$ cat config.mk
export PLATFORM = sky130hd
export DESIGN_NAME = tt_um_hu8785_countdown_timer
export DESIGN_NICKNAME = d
export VERILOG_FILES = /design/src/rtl/tt_um_hu8785_countdown_timer.sv
export SDC_FILE = /design/constraint.sdc
export NUM_CORES = 1
export LEC_CHECK = 0
export CAP_MARGIN = 10
export CORE_UTILIZATION = 49
export CTS_BUF_LIST = sky130_fd_sc_hd__clkbuf_8
export CTS_CLUSTER_SIZE = 14
export DETAILED_ROUTE_END_ITERATION = 16
export HOLD_SLACK_MARGIN = 0.15
export PLACE_DENSITY = 0.8
export SYNTH_ARGS = -nofsm -noshare
export SYNTH_HDL_FRONTEND = slang
export SYNTH_SLANG_ARGS = --single-unit
$ cat constraint.sdc
create_clock -name clk -period 2.4 [get_ports clk]
set_clock_uncertainty 0.1 [all_clocks]
set_input_delay 0.24 -clock clk [delete_from_list [all_inputs] [get_ports clk]]
set_output_delay 0.24 -clock clk [all_outputs]
set_load 0.02 [all_outputs]
$ cat src/rtl/tt_um_hu8785_countdown_timer.sv
// rtl/tt_um_hu8785_countdown_timer.sv - loadable prescaled countdown timer tile
module tt_um_hu8785_countdown_timer #(
    parameter int WIDTH    = 6,
    parameter int PRESCALE = 4
) (
    input  logic [7:0] ui_in,
    output logic [7:0] uo_out,
    input  logic [7:0] uio_in,
    output logic [7:0] uio_out,
    output logic [7:0] uio_oe,
    input  logic       ena,
    input  logic       clk,
    input  logic       rst_n
);

    localparam int PW = (PRESCALE > 1) ? $clog2(PRESCALE) : 1;

    localparam logic [1:0] S_IDLE  = 2'd0;
    localparam logic [1:0] S_RUN   = 2'd1;
    localparam logic [1:0] S_PAUSE = 2'd2;
    localparam logic [1:0] S_DONE  = 2'd3;

    localparam logic [PW-1:0]    P_LAST = PW'(PRESCALE - 1);
    localparam logic [WIDTH-1:0] C_ZERO = '0;
    localparam logic [WIDTH-1:0] C_ONE  = WIDTH'(1);

    logic [3:0]       r_s1;
    logic [3:0]       r_s2;
    logic [3:0]       r_s3;
    logic [1:0]       r_state;
    logic [WIDTH-1:0] r_count;
    logic [WIDTH-1:0] r_reload;
    logic [PW-1:0]    r_presc;
    logic             r_running;
    logic             r_done;

    logic             w_load;
    logic             w_start;
    logic             w_pause;
    logic             w_auto;
    logic             w_tick;
    logic [WIDTH-1:0] w_load_val;
    logic [1:0]       w_state_nxt;
    logic [WIDTH-1:0] w_count_nxt;
    logic [WIDTH-1:0] w_reload_nxt;
    logic [PW-1:0]    w_presc_nxt;
    logic             w_pulse;
    logic             w_unused;

    // Pin-level controls are asynchronous; load/start act on rising edges of the synced copy
    assign w_load     = r_s2[0] & ~r_s3[0];
    assign w_start    = r_s2[1] & ~r_s3[1];
    assign w_pause    = r_s2[2];
    assign w_auto     = r_s2[3];
    assign w_tick     = (r_presc == P_LAST);
    assign w_load_val = uio_in[WIDTH-1:0];

    // Two-flop synchroniser plus one history flop for edge detection
    always_ff @(posedge clk or negedge rst_n) begin
        if (!rst_n) begin
            r_s1 <= 4'd0;
            r_s2 <= 4'd0;
            r_s3 <= 4'd0;
        end else begin
            r_s1 <= ui_in[3:0];
            r_s2 <= r_s1;
            r_s3 <= r_s2;
        end
    end

    // Next-state decision: load beats everything, then start, then pause
    always_comb begin
        w_state_nxt  = r_state;
        w_count_nxt  = r_count;
        w_reload_nxt = r_reload;
        w_presc_nxt  = r_presc;
        w_pulse      = 1'b0;
        if (w_load) begin
            w_count_nxt  = w_load_val;
            w_reload_nxt = w_load_val;
            w_presc_nxt  = '0;
            w_state_nxt  = S_IDLE;
        end else begin
            case (r_state)
                S_IDLE: begin
                    if (w_start && (r_count != C_ZERO)) begin
                        w_presc_nxt = '0;
                        w_state_nxt = S_RUN;
                    end
                end
                S_RUN: begin
                    if (w_pause) begin
                        w_state_nxt = S_PAUSE;
                    end else if (w_tick) begin
                        w_presc_nxt = '0;
                        if (r_count > C_ONE) begin
                            w_count_nxt = r_count - C_ONE;
                        end else if (r_count == C_ONE) begin
                            if (w_auto && (r_reload != C_ZERO)) begin
                                w_count_nxt = r_reload;
                                w_pulse     = 1'b1;
                            end else begin
                                w_count_nxt = C_ZERO;
                                w_state_nxt = S_DONE;
                            end
                        end
                    end else begin
                        w_presc_nxt = r_presc + PW'(1);
                    end
                end
                S_PAUSE: begin
                    if (!w_pause) begin
                        w_state_nxt = S_RUN;
                    end
                end
                default: begin
                    if (w_start && (r_reload != C_ZERO)) begin
                        w_count_nxt = r_reload;
                        w_presc_nxt = '0;
                        w_state_nxt = S_RUN;
                    end
                end
            endcase
        end
    end

    // State, counter and registered status flags
    always_ff @(posedge clk or negedge rst_n) begin
        if (!rst_n) begin
            r_state   <= S_IDLE;
            r_count   <= '0;
            r_reload  <= '0;
            r_presc   <= '0;
            r_running <= 1'b0;
            r_done    <= 1'b0;
        end else begin
            r_state   <= w_state_nxt;
            r_count   <= w_count_nxt;
            r_reload  <= w_reload_nxt;
            r_presc   <= w_presc_nxt;
            r_running <= (w_state_nxt == S_RUN);
            r_done    <= (w_state_nxt == S_DONE) | w_pulse;
        end
    end

    assign uo_out   = {r_done, r_running, 6'(r_count)};
    assign uio_out  = 8'h00;
    assign uio_oe   = 8'h00;
    assign w_unused = &{1'b0, ena, ui_in[7:4], uio_in};

endmodule
* After elaboration in Yosys (flattened, before gate mapping)
Index checks and enable logic that the tools add are counted.
Word-level totals: register bits 28, input port bits 19, output and inout bits 24, logic and storage cells 71
Cells by class: $add $sub $neg 2, order comparisons 1, equality and inequality tests 12, multiplexer cells 31, bitwise logic cells 5, reductions and logical operators 11
Operators by type and width (count):
- 2-to-1 mux 6 bit | 7
- 2-to-1 mux 2 bit | 14
- case mux 2 bit (3 select lines) | 2
- case mux 6 bit (2 select lines) | 1
- nonzero test 6 bit | 2
- inequality test 3 bit, second input constant | 3
- 2-to-1 mux 1 bit | 7
- == test 2 bit, second input constant | 3
- == test 6 x 1 -> 1 bit, second input constant | 1
- > comparator 6 x 1 -> 1 bit, second input constant | 1
- subtractor 6 x 1 -> 6 bit, second input constant | 1
- AND reduction 5 bit | 1
- == test 2 x 1 -> 1 bit, second input constant | 2
- inequality test 4 bit, second input constant | 1
- AND reduction 4 bit | 1
- nonzero test 4 bit | 1
- logical AND 1 bit | 3
- nonzero test 3 bit | 1
- adder 2 x 1 -> 2 bit, second input constant | 1
- AND 1 bit | 2
- zero test 2 bit | 1
- inequality test 2 x 1 -> 1 bit, second input constant | 1
- inequality test 2 bit, second input constant | 1
- inverter 1 bit | 2
- 2 further kinds | 2

* Depth between registers and ports, before layout
Gate-level depths: netlist of run 1.
depth in word-level cells 11, mapped depth 7, gate-level depth less buffers 7

* Worst setup path after synthesis of run 1
No wires, ideal clock.
kind flip-flop to flip-flop, start reg r_count[2], end reg r_count[4], setup time 125 ps, arrival time 1864 ps, required time 2175 ps, setup slack 311 ps, cell stages (with the launch flop) 6, path buffers 0, period minus slack after synthesis 2089 ps, cell sequence dfrtp_1 > or4_4 > nor4b_4 > nor3_2 > nor2_8 > mux2_2
Between the ends: longest elaborated chain between the ends 6, elaborated cells on any way between the ends 10, those cells by class add/sub: 1; order compare: 1; eq/ne: 2; mux: 5; reduce/logical: 1
RTL lines:
- from (decl) | RTL line 31 | logic [WIDTH-1:0] r_count;
- from (signal assigned) | RTL line 138 | r_count <= w_count_nxt;
- subtractor 6 x 1 -> 6 bit / > comparator 6 x 1 -> 1 bit (equally long branches) | RTL line 97, 96
- 2-to-1 mux 6 bit | RTL line 96 | if (r_count > C_ONE) begin
- 2-to-1 mux 6 bit | RTL line 94 | end else if (w_tick) begin
- 2-to-1 mux 6 bit | RTL line 92 | if (w_pause) begin
- case mux 6 bit (2 select lines) | RTL line 84 | case (r_state)
- 2-to-1 mux 6 bit | RTL line 78 | if (w_load) begin
Parallel ways exist; a longest one is shown, timed or not. The select of a mux whose other input is x is not followed. A chain may end at the register's enable or synchronous reset.

* Worst setup path in the final report of run 1
Same ends and word-level chain as after synthesis.

==> impl_results.md, run 1 <==
* Initial core utilization at 0.534
* Core area at 2830 µm²
* I/O pin total at 43
* Most frequent cells in the layout: dfrtp_1, nand2_1, clkdlybuf4s50_1
* Max cap viols at 0
* Tot GR Track Use at 0.176
* PD cells at between 900 and 1000 nW/µm²
* CTS Buf Count at 3
* Number of global-route vias before repair at approximately 1000
* Design Area, Final at ~1700 µm²
* First-pass GRT wire length at 4420 µm
* XOR/XNOR Fraction of Synth Area at 0.0174
* Placed inst area at about 1700 µm²
* Peak supply drop at 0.511 mV
* Vias at ~1100
* Worst Setup End Kind: flop
* Port Buffer Count at 19
* Synth Area in Compound Gates at 0.147
* Fin crit period at between 2 and 2.5 ns
* Data required time of the critical path at 2.47 ns
* Hpwl dp at 1920 µm
* TritonRoute pass-1 iters at 10
* Sequential element share of the synthesized area at 0.464
* Worst Max-Slew Pin Slew at 0.495 ns
* H-tree depth at 1
* Cts hold-fix bufs at 0
* Number of diodes at 0
* Highest clock rate at 0.472 GHz
* Crit-path max FO at 7
* Worst skew pair latency at 0.28 ns
* CTS tree: yes
* GR Overflow Total at 0
* Drt drc at 5
* Die area at 3310 µm²
* Gp weighted congestion at 0.875
* CP Launch Type: flop
* Flops & latches, synth at 28
* Pin count of the biggest net entering global routing at 29
* Post-synthesis mux area share at 0.0273
* Mapped Area at around 1500 µm²
* Min-delay worst type: input port to async pin
* RSZ-0062 raised after global routing: false
* Wire per inst at 13.2 µm
* R2R Setup Slk at 0.28 ns
* FF-to-FF End: r_count[4]$_DFFE_PN0P_
* Num Clock Sinks at 28
* Cell count after synthesis at 150
* Via density at 5.49
* Root Buffer Master: clkbuf_8
* Fin crit share at 0.882
* Synth area leaders: dfrtp_1, buf_4, nand2_1
* Status: complete, but fails checks
* Layout Nets at roughly 190
* Final ANT Viol Nets at 0
* Overall routed net length at 2640 µm
* Slew Viols, Final at 0
* Failing checks: DRC
* Final setup TNS at 0 ns
* Layout cells sized above 1 at 0.118
* FFs w/ async S/R, synth at 1.00
* Final count of negative-setup-slack endpoints at 0
* Postcts setup bufs at 0
* Area leader, netlist: dfrtp_1
* Synth cell types at 42
* Commonest non-fill, non-tap cell in the layout: dfrtp_1
* Most common flop cell mapped by yosys: dfrtp_1
* Synthesis-to-layout area growth at 13.8%
* Ys Warns at 0
* Static leakage at 0.801 nW
* Worst slew margin at 0.668
* Simple-Gate Fraction of Synth Area at 0.204
* Die width at 57.5 µm
* Hold Vio Cnt, Final at 0
* Top cell type's share of synthesized area at 0.464
* Reg2reg start: r_count[2]$_DFFE_PN0P_
* CTS max path bufs at 2
* Post-cts sizing count at 0
* Adder-Cell Fraction of Synth Area at 0.0249
* Main combinational cell family by area after synthesis: simple AND/OR/NAND/NOR gates
* R2R depth at 5
* Critical path arrival at 2.19 ns
* Post-synth EDFFs at 0
* Syn_area_per_cell at about 10 µm²
* Initial antenna violation count at 0
* Clk slew on worst S/H paths at about 0.09 ns
* Crit Path Class: flop to flop
* Height of the die at approximately 58 µm
* Hold slack at 0.229 ns
* Rows at 19
* DR iter-0 viols at 49
final cells by class:
cell class                      count  area (µm²)
Clock buffer                        4        55.1
Fill cell                         244        1110
Inverter                            6        22.5
Multi-Input combinational cell    110         696
Sequential cell                    28         701
Tap cell                           31        38.8
Timing Repair Buffer               21         205
kinds of logic after synthesis:
kind of cell    after synthesis
flops                        28
other cells                   1
xor+xnor                      3
simple gates                 51
mux                           4
compound gates               33
buf+inv                      27
fa+ha+maj                     3
how the worst max path moves through the flow:
stage | cells after the start | to | start | slack, ns
floorplan | 5 | r_count[4]$_DFFE_PN0P_ | r_count[2]$_DFFE_PN0P_ | 0.31
global placement | 5 | r_count[4]$_DFFE_PN0P_ | r_count[2]$_DFFE_PN0P_ | 0.32
detailed placement | 5 | r_count[4]$_DFFE_PN0P_ | r_count[2]$_DFFE_PN0P_ | 0.31
CTS | 5 | r_count[4]$_DFFE_PN0P_ | r_count[2]$_DFFE_PN0P_ | 0.29
global route | 5 | r_count[4]$_DFFE_PN0P_ | r_count[2]$_DFFE_PN0P_ | 0.22
finish | 5 | r_count[4]$_DFFE_PN0P_ | r_count[2]$_DFFE_PN0P_ | 0.28
metrics by stage:
| stage | setup WS [ns] | instances | power [W] | util |
|---|---|---|---|---|
| after global placement | 0.317 | 196 | 0.00129 | 0.588 |
| after CTS | 0.288 | 200 | 0.00160 | 0.607 |
| after detailed placement | 0.305 | 196 | 0.00131 | 0.588 |
| after global routing | 0.216 | 200 | 0.00169 | 0.607 |
| final | 0.283 | 200 | 0.00160 | 0.607 |
| after floorplan | 0.311 | 165 | 0.00112 | - |
per-layer routing:
| metal | track usage | wire length (µm) | up-vias |
|---|---|---|---|
| met5 | 0 | 0 | - |
| met4 | 0.0732 | 41 | 0 |
| met3 | 0.0408 | 131 | 4 |
| met2 | 0.286 | 1270 | 42 |
| met1 | 0.226 | 1200 | 527 |
| li1 | - | - | 525 |
worst max-delay path: stages, from the launching register on:
cell	delay (ns)
dfrtp_1	0.46
or4_4	0.59
nor4b_4	0.23
nor3_2	0.12
nor2_8	0.15
mux2_2	0.34
flip-flops by register name, indices dropped and copies added (netlist names):
signal / count
r_count: 6
r_done: 1
r_presc: 2
r_reload: 6
r_running: 1
r_s1: 4
r_s2: 4
r_s3: 2
r_state: 2
power breakdown:
group          leakage, nW  switching, W  internal, W
Clock               0.0288      0.000143     0.000147
Combinational        0.427      0.000343     0.000309
Sequential           0.345      0.000100     0.000557
Total                0.801      0.000586      0.00101
cell usage after synthesis, types with 2 or more instances:
| cell | n |
|---|---|
| buf_4 | 18 |
| o21a_1 | 3 |
| ha_1 | 3 |
| inv_1 | 6 |
| o22ai_1 | 2 |
| nand2_1 | 21 |
| nor2_1 | 5 |
| dfrtp_1 | 28 |
| o211ai_2 | 2 |
| or4_4 | 2 |
| nor3b_1 | 2 |
| o21ai_0 | 10 |
| mux2i_1 | 3 |
| and2b_2 | 2 |
| nor3_1 | 4 |
| xnor2_1 | 3 |
| a21oi_1 | 7 |
| a22o_1 | 2 |
| and3_1 | 2 |
| nand2b_1 | 3 |
(Power assumes the default switching activity.)
==> run 2, diff against run 1 <==
--- a/config.mk
+++ b/config.mk
@@ -6,10 +6,12 @@
 export NUM_CORES = 1
 export LEC_CHECK = 0
 export CAP_MARGIN = 10
+export CORE_MARGIN = 2
 export CORE_UTILIZATION = 49
 export CTS_BUF_LIST = sky130_fd_sc_hd__clkbuf_8
 export CTS_CLUSTER_SIZE = 14
 export DETAILED_ROUTE_END_ITERATION = 16
+export GPL_ROUTABILITY_DRIVEN = 0
 export HOLD_SLACK_MARGIN = 0.15
 export PLACE_DENSITY = 0.8
 export SYNTH_ARGS = -nofsm -noshare
==> impl_results.md, run 2 (synthesized netlist as in run 1, its figures left out) <==
* Status: finished clean
* Die area at 3540 µm² (+7.1%)
* Top Registers: r_count: 6 flops, r_reload: 6 flops
* Crit Path Class: flop to flop
* Hpwl dp at 2070 µm (+7.4%)
* Pin count of the biggest net entering global routing at 29 (unchanged)
* Static leakage at 0.799 nW (-0.26%)
* Clk slew on worst S/H paths at 0.09 ns (about the same)
* Design Area, Final at 1710 µm² (-0.22%)
* First-pass GRT wire length at 4600 µm (+4.2%)
* Initial antenna violation count at 0 (unchanged)
* Worst Max-Slew Pin Slew at 0.536 ns (+0.0410 ns)
* Data required time of the critical path at 2.47 ns (about the same)
* Most frequent cells in the layout: dfrtp_1, nand2_1, clkdlybuf4s50_1
* Highest clock rate at 0.478 GHz (+1.1%)
* Final ANT Viol Nets at 0 (unchanged)
* Die width at 59.5 µm (+3.5%)
* Critical path arrival at 2.16 ns (-0.03 ns)
* Hold Vio Cnt, Final at 0 (unchanged)
* H-tree depth at 1 (unchanged)
* CTS max path bufs at 2 (unchanged)
* Port Buffer Count at 19 (unchanged)
* Tot GR Track Use at 0.172 (-0.00399)
* Peak supply drop at 0.454 mV (-11%)
* GR Overflow Total at 0 (unchanged)
* Final count of negative-setup-slack endpoints at 0 (unchanged)
* DR iter-0 viols at 43 (-12%)
* TritonRoute pass-1 iters at 4 (-6)
* Met1 Resource Use GR at 0.236 (+0.0103)
* Via density at 5.47 (-0.36%)
* Rows at 20 (+1)
* Filler instances at 259 (+6.1%)
* GRT met2 Usage at 0.262 (-0.0235)
* Final setup TNS at 0 ns (unchanged)
* Min-delay worst type: input port to async pin
* Post-cts sizing count at 0 (unchanged)
* Crit-path max FO at 6 (-1)
* CTS tree: yes
* Postcts setup bufs at 0 (unchanged)
* Wire per inst at 13.9 µm (+5.7%)
* Fin crit period at 2.09 ns (-0.0236 ns)
* Worst skew pair latency at 0.27 ns (about the same)
* Hold slack at 0.238 ns (+0.00900 ns)
* GRT busiest layer: met2
* I/O pin total at 43 (unchanged)
* Synthesis-to-layout area growth at 13.5%
* Initial core utilization at 0.503 (-0.0309)
* Cts hold-fix bufs at 0 (unchanged)
* Placed inst area at 1670 µm² (+0.60%)
* CP Launch Type: flop
* Number of global-route vias before repair at 1037 (+1.5%)
* Layout cells sized above 1 at 0.118 (unchanged)
* Max cap viols at 0 (unchanged)
* Height of the die at 59.5 µm (+3.5%)
* CTS Buf Count at 3 (unchanged)
* Worst slew margin at 0.641 (-0.0275)
* Placed cells at 199 (+1.5%)
* Drt drc at 0 (-5)
* End-of-flow core utilization at 0.571 (-0.0364)
* Num Clock Sinks at 28 (unchanged)
* Commonest non-fill, non-tap cell in the layout: dfrtp_1
* PD cells at 922 nW/µm² (-1.0%)
* Core area at 3000 µm² (+6.1%)
* Fin cells at 202 (+1.0%)
* Root Buffer Master: clkbuf_8
* Overall routed net length at 2810 µm (+6.8%)
* Fin crit share at 0.872 (-0.00985)
* Layout Nets at 193 (+0.52%)
* Vias at 1105 (+0.64%)
* Slew Viols, Final at 0 (unchanged)
* Number of diodes at 0 (unchanged)
* Met3 usage at 0.0240 (-0.0168)
* RSZ-0062 raised after global routing: false
* Worst Setup End Kind: flop
run 2: cell count changes in the layout (fill, tap and decap cells not counted), sizes merged:
cell    delta
clkbuf     -1
buf        +1
run 2: worst max-delay path: stages, from the launching register on:
cell and delay (ns):
dfrtp_1 0.45, or4_4 0.57, nor4b_4 0.24, nor3_2 0.13, nor2_8 0.15, mux2_2 0.34
run 2: area by class of cell:
| class | count | area [µm²] | share of cell area |
|---|---|---|---|
| tap | 33 | 41.3 | 0.0241 |
| clock buffer | 3 | 41.3 | 0.0241 |
| sequential | 28 | 701 | 0.409 |
| inverter | 6 | 22.5 | 0.0131 |
| multi-input combinational | 110 | 696 | 0.406 |
| timing repair buffer | 22 | 213 | 0.124 |
run 2: path summary, 6_finish.rpt:
kind | from | end | slack, ns | cells past startpoint
max | r_count[3]$_DFFE_PN0P_ | r_count[4]$_DFFE_PN0P_ | 0.31 | 5
min | rst_n | r_count[0]$_DFFE_PN0P_ | 0.24 | 2
max reg2reg | r_count[3]$_DFFE_PN0P_ | r_count[4]$_DFFE_PN0P_ | 0.31 | 5
min reg2reg | r_s1[3]$_DFF_PN0_ | r_s2[3]$_DFF_PN0_ | 0.25 | 0
max in group asynchronous | rst_n | r_presc[1]$_DFFE_PN0P_ | 1.70 | 2
min in group clk | r_s1[3]$_DFF_PN0_ | r_s2[3]$_DFF_PN0_ | 0.25 | 0
run 2: per-stage QoR:
stage	total power [W]	setup WS, ns
global route	0.00168	0.248
finish	0.00158	0.306
detailed placement	0.00133	0.323
CTS	0.00158	0.311
floorplan	0.00112	0.311
global placement	0.00131	0.356
run 2: layer usage:
layer,routed length (µm),vias to the layer above
met2,1340,36
met4,58,0
met5,0,-
met3,113,7
met1,1300,540
li1,-,522
run 2: report_power, final:
group          internal (W)  switching, W  total [W]
clock              0.000113      0.000136   0.000248
sequential         0.000557     0.0000998   0.000657
combinational      0.000315      0.000359   0.000674
total              0.000985      0.000595    0.00158
==> run 3, diff against run 2 <==
==> constraint.sdc (replaced) <==
create_clock -name clk -period 2.35 [get_ports clk]
set_clock_uncertainty 0.1 [all_clocks]
set_input_delay 0.235 -clock clk [delete_from_list [all_inputs] [get_ports clk]]
set_output_delay 0.235 -clock clk [all_outputs]
set_load 0.02 [all_outputs]
==> impl_results.md, run 3 (synthesized netlist as in run 1, its figures left out) <==
* Status: finished clean
* Via density at 5.55 (+1.5%)
* Critical path arrival at 2.17 ns (about the same)
* Overall routed net length at 2760 µm (-2.0%)
* Cell Chain, Critical Path: or4_4 > nor4b_4 > nor3_2 > nor2_8 > mux2_2
* Root Buffer Master: clkbuf_8
* Sequential Area at 701 µm² (unchanged)
* Min-delay worst type: input port to async pin
* Multi-input logic area at 696 µm² (unchanged)
* Switch Pwr at 0.000604 W (+1.5%)
* GR Overflow Total at 0 (unchanged)
* Top Registers: r_count: 6 flops, r_reload: 6 flops
* Comb power frac at 0.395 (-0.032)
* Clock Power Share at 0.217 (+0.060)
* Critical path's slowest cell: or4_4
* Number of global-route vias before repair at 1122 (+8.2%)
* Fin crit period at 2.10 ns (+0.0102 ns)
* Pin count of the biggest net entering global routing at 29 (unchanged)
* H-tree depth at 1 (unchanged)
* Final ANT Viol Nets at 0 (unchanged)
* CTS max path bufs at 2 (unchanged)
* CTS Buf Count at 3 (unchanged)
* Worst skew pair latency at 0.27 ns (about the same)
* Number of diodes at 0 (unchanged)
* Peak supply drop at 0.456 mV (+0.37%)
* Most frequent cells in the layout: dfrtp_1, nand2_1, clkdlybuf4s50_1
* Hpwl dp at 2020 µm (-2.1%)
* Static leakage at 0.813 nW (+1.8%)
* Switch share at 0.351 (-0.0260)
* Synthesis-to-layout area growth at 15.5%
* Rows at 20 (unchanged)
* Clk slew on worst S/H paths at 0.09 ns (about the same)
* Layout Nets at 193 (unchanged)
* Post-cts sizing count at 0 (unchanged)
* WP buf/inv at 0 (unchanged)
* Port Buffer Count at 19 (unchanged)
* CTS tree: yes
* I/O pin total at 43 (unchanged)
* Crit-path max FO at 6 (unchanged)
* Initial antenna violation count at 0 (unchanged)
* Data required time of the critical path at 2.41 ns (-0.06 ns)
* Height of the die at 59.5 µm (unchanged)
* Worst slew margin at 0.640 (about the same)
* Wire per inst at 13.6 µm (-2.5%)
* Postcts setup bufs at 0 (unchanged)
* Cts hold-fix bufs at 0 (unchanged)
* Worst Setup End Kind: flop
* Placed cells at 199 (unchanged)
* Filler instances at 249 (-3.9%)
* TritonRoute pass-1 iters at 4 (unchanged)
* Commonest non-fill, non-tap cell in the layout: dfrtp_1
* P_int at 0.00112 W (+14%)
* Seq pwr share at 0.388 (-0.028)
* Initial core utilization at 0.503 (unchanged)
* RSZ-0062 raised after global routing: false
* Fin cells at 203 (+0.50%)
* Max cap viols at 0 (unchanged)
* CP Launch Type: flop
* Slowest stage delay, CP at 0.58 ns (about the same)
* First-pass GRT wire length at 4730 µm (+2.8%)
* Vias at 1127 (+2.0%)
* Die area at 3540 µm² (unchanged)
* Layout cells sized above 1 at 0.124 (+0.00519)
* PD cells at 987 nW/µm² (+7.1%)
* Num Clock Sinks at 28 (unchanged)
* Highest clock rate at 0.475 GHz (-0.49%)
* Crit Path Class: flop to flop
* Die width at 59.5 µm (unchanged)
* DR iter-0 viols at 32 (-26%)
* Drt drc at 0 (unchanged)
* CP delay by family, top: simple AND/OR/NAND/NOR gates
* Hold Vio Cnt, Final at 0 (unchanged)
* Core area at 3000 µm² (unchanged)
* Slew Viols, Final at 0 (unchanged)
* Final count of negative-setup-slack endpoints at 0 (unchanged)
* Fin crit share at 0.895 (+0.0229)
* Worst Max-Slew Pin Slew at 0.536 ns (+0.000244 ns)
* Final setup TNS at 0 ns (unchanged)
* Tot GR Track Use at 0.176 (+0.00367)
==> run 3: cell count changes in the layout (fill, tap and decap cells not counted) <==
| cell | before | now |
|---|---|---|
| bufinv_16 | 0 | 1 |
==> run 3: area by class of cell <==
class	instances	area share
flip-flops and latches	28	0.402
multi-input cells	110	0.399
repair buffers	22	0.122
clock buffers	3	0.0237
well taps	33	0.0237
clock inverters	1	0.0172
inverters	6	0.0129
==> run 3: routing by layer <==
metal	global-route usage	share of wire	vias up	routed length [µm]
li1	-	-	528	-
met1	0.224	0.44	554	1220
met2	0.287	0.49	41	1360
met3	0.0240	0.051	4	141
met4	0.0952	0.015	0	42
met5	0	0	-	0
==> run 3: through the flow <==
step / total power, W / util / cell area [µm²] / hold WS, ns / setup WS (ns)
6_report: 0.00172 / 0.581 / 1740 / 0.231 / 0.246
4_1_cts: 0.00173 / 0.581 / 1740 / 0.240 / 0.246
5_1_grt: 0.00183 / 0.581 / 1740 / 0.254 / 0.159
3_5_place_dp: 0.00135 / 0.557 / 1670 / 0.240 / 0.264
3_3_place_gp: 0.00133 / 0.557 / 1670 / 0.233 / 0.307
2_1_floorplan: 0.00115 / - / 1570 / -0.161 / 0.261
==> run 3: worst paths after layout <==
kind	from	end	slack, ns	cells after the start
setup / recovery	r_count[3]$_DFFE_PN0P_	r_count[4]$_DFFE_PN0P_	0.25	5
hold / removal	rst_n	r_s1[2]$_DFF_PN0_	0.23	2
setup reg to reg	r_count[3]$_DFFE_PN0P_	r_count[4]$_DFFE_PN0P_	0.25	5
hold reg to reg	r_s1[1]$_DFF_PN0_	r_s2[1]$_DFF_PN0_	0.26	0
max in group asynchronous	rst_n	r_count[5]$_DFFE_PN0P_	1.67	2
min in group clk	r_s1[1]$_DFF_PN0_	r_s2[1]$_DFF_PN0_	0.26	0
==> run 3: power groups by stage <==
stage | sequential (W) | clock (W) | combinational [W]
CTS | 0.000665 | 0.000382 | 0.000679
finish | 0.000668 | 0.000373 | 0.000680
detailed placement | 0.000676 | 0 | 0.000675
global route | 0.000684 | 0.000400 | 0.000746
floorplan | 0.000701 | 0 | 0.000448
global placement | 0.000670 | 0 | 0.000664
==> run 3: worst register-to-register path: stages (launching register included) <==
cell	delay, ns
dfrtp_1	0.45
or4_4	0.58
nor4b_4	0.24
nor3_2	0.13
nor2_8	0.16
mux2_2	0.35
